<file path="config.mk">
export PLATFORM = sky130hd
export DESIGN_NAME = prio_merge_arb_flat
export DESIGN_NICKNAME = d
export VERILOG_FILES = /design/src/rtl/prio_merge_arb_pkg.sv /design/src/rtl/prio_merge_arb_if.sv /design/src/rtl/prio_merge_arb_stream_reg.sv /design/src/rtl/prio_merge_arb.sv /design/src/flat_wrapper.sv
export SDC_FILE = /design/constraint.sdc
export NUM_CORES = 1
export LEC_CHECK = 0
export BUFFER_PORTS_ARGS = -buffer_cell sky130_fd_sc_hd__buf_2
export CAP_MARGIN = 0
export CORE_MARGIN = 2
export CORE_UTILIZATION = 45
export CTS_CLUSTER_DIAMETER = 80
export DETAILED_ROUTE_END_ITERATION = 16
export GPL_ROUTABILITY_DRIVEN = 0
export PLACE_DENSITY = 0.8
export SYNTH_ARGS = -nofsm -noshare
export SYNTH_HDL_FRONTEND = slang
export SYNTH_SLANG_ARGS = --single-unit
</file>
<file path="constraint.sdc">
create_clock -name clk -period 2.4 [get_ports clk]
set_clock_uncertainty 0.1 [all_clocks]
set_input_delay 0.12 -clock clk [delete_from_list [all_inputs] [get_ports clk]]
set_output_delay 0.12 -clock clk [all_outputs]
set_load 0.01 [all_outputs]
</file>
<file path="src/rtl/prio_merge_arb_pkg.sv">
// prio_pkg: shared word layout for the priority merge path.
// Latency: n/a (types and constants only).
// Backpressure: n/a.
// Contents: default output width DW, PRIO_BIT position, PRIO_HI/PRIO_LO tags,
//           prio_word_t = {prio, payload}.
package prio_pkg;

  localparam int DW       = 33;
  localparam int PRIO_BIT = DW - 1;

  localparam logic PRIO_HI = 1'b1;
  localparam logic PRIO_LO = 1'b0;

  typedef struct packed {
    logic          prio;
    logic [DW-2:0] payload;
  } prio_word_t;

endpackage

</file>
<file path="src/rtl/prio_merge_arb_if.sv">
// prio_merge_arb_if: bundles the high/low source channels and the merged output channel.
// Latency: n/a (wires only).
// Backpressure: carries hi_rdy_o/lo_rdy_o upstream and rdy_i from the downstream FIFO.
// Modports: slave  = merge block side (sources in, merged word out)
//           master = environment side (drives sources, consumes merged word)
interface prio_merge_arb_if #(
  parameter int DW = prio_pkg::DW
);

  logic [DW-2:0] hi_data_in;
  logic          hi_vld_i;
  logic          hi_rdy_o;
  logic [DW-2:0] lo_data_in;
  logic          lo_vld_i;
  logic          lo_rdy_o;
  logic [DW-1:0] data_out;
  logic          vld_o;
  logic          rdy_i;
  logic          starve_evt_o;

  modport slave (
    input  hi_data_in, hi_vld_i, lo_data_in, lo_vld_i, rdy_i,
    output hi_rdy_o, lo_rdy_o, data_out, vld_o, starve_evt_o
  );

  modport master (
    output hi_data_in, hi_vld_i, lo_data_in, lo_vld_i, rdy_i,
    input  hi_rdy_o, lo_rdy_o, data_out, vld_o, starve_evt_o
  );

endinterface

</file>
<file path="src/rtl/prio_merge_arb_stream_reg.sv">
// stream_reg: one-deep registered valid/ready stage.
// Latency: 1 cycle input accept to output valid; full throughput while out_rdy_i=1.
// Backpressure: in_rdy_o = !out_vld || out_rdy_i (forced 0 in reset); output word held while stalled.
// Ports: clk/rst (sync, active-high), in_vld_i/in_rdy_o/in_dat_i upstream,
//        out_vld_o/out_rdy_i/out_dat_o downstream.
module stream_reg #(
  parameter int W = 33
) (
  input  logic         clk,
  input  logic         rst,
  input  logic         in_vld_i,
  output logic         in_rdy_o,
  input  logic [W-1:0] in_dat_i,
  output logic         out_vld_o,
  input  logic         out_rdy_i,
  output logic [W-1:0] out_dat_o
);

  logic         vld_q, vld_d;
  logic [W-1:0] dat_q, dat_d;

  // A draining word and a new word may swap in the same cycle, so free
  // space includes "downstream is taking the current word right now".
  assign in_rdy_o = !rst && (!vld_q || out_rdy_i);

  always_comb begin
    vld_d = vld_q;
    dat_d = dat_q;
    if (in_vld_i && in_rdy_o) begin
      vld_d = 1'b1;
      dat_d = in_dat_i;
    end else if (out_rdy_i) begin
      // Drained with nothing new: drop valid, keep last data visible.
      vld_d = 1'b0;
    end
  end

  always_ff @(posedge clk) begin
    if (rst) begin
      vld_q <= 1'b0;
      dat_q <= '0;
    end else begin
      vld_q <= vld_d;
      dat_q <= dat_d;
    end
  end

  assign out_vld_o = vld_q;
  assign out_dat_o = dat_q;

endmodule

</file>
<file path="src/rtl/prio_merge_arb.sv">
// prio_merge_arb: merges high/low 32-bit streams into one {prio, payload} stream,
//   fixed priority high over low with a starvation guard after MAX_HI contended high grants.
// Latency: 1 cycle input transfer to vld_o; one word per cycle while rdy_i=1.
// Backpressure: both input readies drop while vld_o=1 and rdy_i=0; data_out held.
// Ports: clk, rst (sync active-high), bus (slave modport: hi_*, lo_* sources,
//        data_out/vld_o/rdy_i merged output, starve_evt_o forced-low pulse).
module prio_merge_arb
  import prio_pkg::*;
#(
  parameter int DW     = prio_pkg::DW,
  parameter int MAX_HI = 4
) (
  input logic             clk,
  input logic             rst,
  prio_merge_arb_if.slave bus
);

  if (MAX_HI < 1 || MAX_HI > 255 || DW < 2) begin : g_param_check
    $error("prio_merge_arb: MAX_HI must be 1..255 and DW >= 2");
  end

  localparam int             SW       = $clog2(MAX_HI + 1);
  localparam logic [SW-1:0]  MAX_HI_S = SW'(MAX_HI);

  logic [SW-1:0] streak_q, streak_d;
  logic          starve_q, starve_d;

  logic          forced;
  logic          grant_hi, grant_lo;
  logic          out_free;
  logic          hi_xfer, lo_xfer;
  logic [DW-1:0] sel_word;

  // Low is forced only when both compete and high has used its full streak.
  assign forced   = bus.hi_vld_i && bus.lo_vld_i && (streak_q == MAX_HI_S);
  assign grant_hi = bus.hi_vld_i && !forced;
  assign grant_lo = bus.lo_vld_i && (!bus.hi_vld_i || forced);

  assign sel_word = grant_hi ? {PRIO_HI, bus.hi_data_in} : {PRIO_LO, bus.lo_data_in};

  stream_reg #(
    .W (DW)
  ) u_out_reg (
    .clk       (clk),
    .rst       (rst),
    .in_vld_i  (grant_hi || grant_lo),
    .in_rdy_o  (out_free),
    .in_dat_i  (sel_word),
    .out_vld_o (bus.vld_o),
    .out_rdy_i (bus.rdy_i),
    .out_dat_o (bus.data_out)
  );

  assign bus.hi_rdy_o = out_free && grant_hi;
  assign bus.lo_rdy_o = out_free && grant_lo;

  assign hi_xfer = bus.hi_vld_i && bus.hi_rdy_o;
  assign lo_xfer = bus.lo_vld_i && bus.lo_rdy_o;

  // Streak counts only high grants that made low wait; an uncontended
  // high grant or any low grant clears it.
  always_comb begin
    streak_d = streak_q;
    starve_d = 1'b0;
    if (hi_xfer) begin
      if (!bus.lo_vld_i) begin
        streak_d = '0;
      end else if (streak_q != MAX_HI_S) begin
        streak_d = streak_q + SW'(1);
      end
    end else if (lo_xfer) begin
      streak_d = '0;
      starve_d = forced;
    end
  end

  always_ff @(posedge clk) begin
    if (rst) begin
      streak_q <= '0;
      starve_q <= 1'b0;
    end else begin
      streak_q <= streak_d;
      starve_q <= starve_d;
    end
  end

  assign bus.starve_evt_o = starve_q;

endmodule

</file>
<file path="src/flat_wrapper.sv">
// flat-port wrapper written by rule: the top's interface ports become plain ports
module prio_merge_arb_flat import prio_pkg::*;
#(
  parameter int DW     = prio_pkg::DW,
  parameter int MAX_HI = 4
)
  (clk, rst, bus_hi_data_in, bus_hi_vld_i, bus_lo_data_in, bus_lo_vld_i, bus_rdy_i, bus_hi_rdy_o, bus_lo_rdy_o, bus_data_out, bus_vld_o, bus_starve_evt_o);
  prio_merge_arb_if #(.DW(DW)) bus_i ();
  input logic clk;
  input logic rst;
  input wire logic [$bits(bus_i.hi_data_in)-1:0] bus_hi_data_in;
  input wire logic [$bits(bus_i.hi_vld_i)-1:0] bus_hi_vld_i;
  input wire logic [$bits(bus_i.lo_data_in)-1:0] bus_lo_data_in;
  input wire logic [$bits(bus_i.lo_vld_i)-1:0] bus_lo_vld_i;
  input wire logic [$bits(bus_i.rdy_i)-1:0] bus_rdy_i;
  output wire logic [$bits(bus_i.hi_rdy_o)-1:0] bus_hi_rdy_o;
  output wire logic [$bits(bus_i.lo_rdy_o)-1:0] bus_lo_rdy_o;
  output wire logic [$bits(bus_i.data_out)-1:0] bus_data_out;
  output wire logic [$bits(bus_i.vld_o)-1:0] bus_vld_o;
  output wire logic [$bits(bus_i.starve_evt_o)-1:0] bus_starve_evt_o;
  assign bus_i.hi_data_in = bus_hi_data_in;
  assign bus_i.hi_vld_i = bus_hi_vld_i;
  assign bus_i.lo_data_in = bus_lo_data_in;
  assign bus_i.lo_vld_i = bus_lo_vld_i;
  assign bus_i.rdy_i = bus_rdy_i;
  assign bus_hi_rdy_o = bus_i.hi_rdy_o;
  assign bus_lo_rdy_o = bus_i.lo_rdy_o;
  assign bus_data_out = bus_i.data_out;
  assign bus_vld_o = bus_i.vld_o;
  assign bus_starve_evt_o = bus_i.starve_evt_o;
  prio_merge_arb #(.DW(DW), .MAX_HI(MAX_HI)) u_core (.clk(clk), .rst(rst), .bus(bus_i));
endmodule
</file>
==> out/summary.txt <==
Crit path max fanout: 10
DP Wirelength: 4050 um
I/O Buffers: 105
H-tree Lvls: 2
Leakage: 1.11 nW
Setup bufs post-CTS: 0
Clock buffer depth: 2
Cts-stage hold buffer count: 0
Hold path depth: 3
Final Routed Wirelength: 6200 um
Worst R2R Path Depth: 6
DRT Pass-1 Iters: 4
Synth Instances: 231
Worst VDD drop: 0.000280 V
Unique cell type count in the Yosys netlist: 32
Root Driver: clkbuf_8
Die Ht: 70.3 um
WP data arrival: 1830 ps
Min-delay worst type: input pin to flop
FF+latch count, synth: 38
Share of layout cells above drive strength 1: 39.4%
PnR worst setup slack: 347 ps
Max_cap viols: 0
DRT antenna net count: 0
Clock tree sinks: 38
First-pass GRT wire length: 10,300 um
Core Box Area: 4290 sq um
Crit path kind: flop to primary output
CTS tree: built
Rel. slew slack: 59.6%
Cell area after layout: 2570 sq um
Die width: 70.3 um
Pre-CTS WS: 576 ps
Fmax: 487 MHz
Nets: 391
Tot GR Track Use: 25.6%
Largest net degree at the start of global routing: 37
Grt ovf: 0
Endpoints failing hold: 0
Number of global-route vias before repair: 2,232
DRT iter0 DRCs: 244
FP Rows: 24
Wire per inst: 16.7 um
Status: finished, final reports clean
RR Endpoint: u_core.u_out_reg.out_dat_o[3]$_SDFFE_PP0P_
Synthesized area: 1980 sq um
Vias: 2,297
Tcrit/Tclk final: 85.5%
Worst EP required: 2180 ps
Final setup fails: 0
Synthesis warning total: 0
Residual DRC count: 0
Number of antenna violations at the first check in global routing: 0
Drt via density: 6.17
Worst path slowest cell: dfxtp_1
Period minus WS final: 2050 ps
Top Ports: 106
Crit-path leading delay family: simple AND/OR/NAND/NOR gates
RSZ-0062 raised after global routing: false
Fin cells: 372
Crit end category: primary output
Measured slew at the worst slew-check pin: 606 ps
Power per cell area: 617 nW/um^2
Fin Setup TNS: 0 ps
Clk pin slew, worst setup/hold paths: 80 ps
Filler cell count: 426
Syn-to-layout area delta: 30.0%
TritonCTS Buffers: 5
Die area: 4940 sq um
# diodes: 0
Worst r2r src: u_core.streak_q[0]$_SDFFE_PP0P_
Area after DPL: 2460 sq um
Clk_lat worst skew: 290 ps
HP Start: bus_lo_data_in[21]
Post-CTS sizing: 0
Sequential share of the synthesized area: 38.5%
Startpoint Class: flop
Pins Over Slew Limit: 0
Slowest stage delay, CP: 390 ps
WHS Endpoint: u_core.u_out_reg.out_dat_o[21]$_SDFFE_PP0P_
Slack of the worst reg-to-reg path: 520 ps
Syn nets: 302
Starting Density: 46.0%
Syn Area/Cell: 8.55 sq um
Crit-path cells: inv_1 > ha_1 > nand3_1 > nand2_1 > and4_1 > buf_2
Final design utilization: 59.8%
Placed insts: 365
Worst Path Buf+Inv: 2
==> area by class of cell <==
cell class | instances | area [sq um] | area share [%]
clock buffers | 6 | 82.6 | 3.21
inverters | 5 | 18.8 | 0.731
clock inverters | 1 | 30.0 | 1.17
multi-input cells | 157 | 1010 | 39.5
flip-flops and latches | 38 | 761 | 29.6
well taps | 52 | 65.1 | 2.53
repair buffers | 113 | 598 | 23.3
==> metal layers <==
metal	wire, um	global-route usage (%)	vias up
met5	0	0	-
li1	-	-	1095
met2	2890	40.8	106
met1	2740	34.7	1089
met3	510	5.48	7
met4	63	8.12	0
==> through the flow <==
| step | hold slack, ps | power, mW |
|---|---|---|
| final | 5.50 | 1.58 |
| after global routing | 8.84 | 1.65 |
| after CTS | 6.30 | 1.59 |
| after detailed placement | 317 | 1.04 |
| after global placement | 310 | 1.03 |
| after floorplan | 164 | 0.904 |
==> sequential cells by signal (all words and copies together) (netlist names) <==
name / flops
u_core.u_out_reg.out_vld_o: 1
u_core.u_out_reg.out_dat_o: 33
u_core.bus.starve_evt_o: 1
u_core.streak_q: 3
==> power by group <==
part,total [mW],internal [mW],switching (mW)
Combinational,0.321,0.142,0.180
Clock,0.561,0.333,0.228
Sequential,0.703,0.679,0.0241
Total,1.58,1.15,0.432
==> worst register-to-register path, cell delays in order, from the launching register on <==
cell and delay, ps:
dfxtp_1 390, inv_1 60, ha_1 230, nand3_1 380, buf_12 230, nand3_1 90
a311oi_1 310
==> cells in the mapped netlist (all sizes together) <==
cell type | instances | area (sq um)
dfxtp | 38 | 761
nand3 | 34 | 170
a31oi | 33 | 206
o21ai | 33 | 165
a311oi | 32 | 280
buf | 21 | 151
clkbuf | 10 | 37.5
inv | 5 | 18.8
nand2 | 4 | 17.5
a21oi | 2 | 10.0
ha | 2 | 25.0
nand2b | 2 | 12.5
nor2 | 2 | 15.0
nor3 | 2 | 15.0
o31ai | 2 | 15.0
and3 | 1 | 11.3
and4 | 1 | 8.76
nand4b | 1 | 8.76
nor2b | 1 | 6.26
o211ai | 1 | 7.51
o32ai | 1 | 8.76
or2 | 1 | 6.26
or4 | 1 | 7.51
or4b | 1 | 10.0
==> worst max-delay path by stage <==
stage	from	endpoint	slack, ps	cells after the start
floorplan	u_core.streak_q[0]$_SDFFE_PP0P_	u_core.u_out_reg.out_dat_o[17]$_SDFFE_PP0P_	900	6
global placement	u_core.streak_q[0]$_SDFFE_PP0P_	u_core.u_out_reg.out_dat_o[8]$_SDFFE_PP0P_	640	6
detailed placement	u_core.streak_q[0]$_SDFFE_PP0P_	u_core.u_out_reg.out_dat_o[16]$_SDFFE_PP0P_	580	6
CTS	u_core.streak_q[0]$_SDFFE_PP0P_	bus_lo_rdy_o	350	6
global route	u_core.streak_q[0]$_SDFFE_PP0P_	bus_lo_rdy_o	240	6
finish	u_core.streak_q[0]$_SDFFE_PP0P_	bus_lo_rdy_o	350	6
==> cell families (layout without fill, tap and decap cells) <==
family | after synthesis | in the layout | share of synthesized area (%)
adder cells (fa/ha/maj) | 2 | 2 | 1.27
AO/OA/AOI/OAI | 104 | 104 | 35.1
buffers and inverters | 36 | 125 | 10.5
flip-flops | 38 | 38 | 38.5
AND/OR/NAND/NOR | 51 | 51 | 14.6
==> cell usage in the layout (no fill, tap or decap) <==
cell	netlist	layout
and4_1	1	1
o211ai_1	1	1
a21oi_1	2	2
or4_1	1	1
nor3_1	1	1
or4b_1	1	1
o21ai_0	32	32
o31ai_1	2	2
o32ai_1	1	1
nand2_1	3	3
buf_2	13	105
and3_4	1	1
bufinv_16	0	1
a311oi_1	32	32
nand2b_1	2	2
clkbuf_8	0	6
nand4b_1	1	1
nand3_1	34	34
or2_1	1	1
a31oi_1	33	33
nand2_2	1	1
buf_4	4	7
nor2_4	1	1
nor2_1	1	1
inv_2	2	2
inv_1	3	3
o21ai_1	1	1
dfxtp_1	38	38
nor2b_1	1	1
ha_1	2	2
buf_12	0	1
nor3_4	0	1
Power figures use the tool's default switching activity.
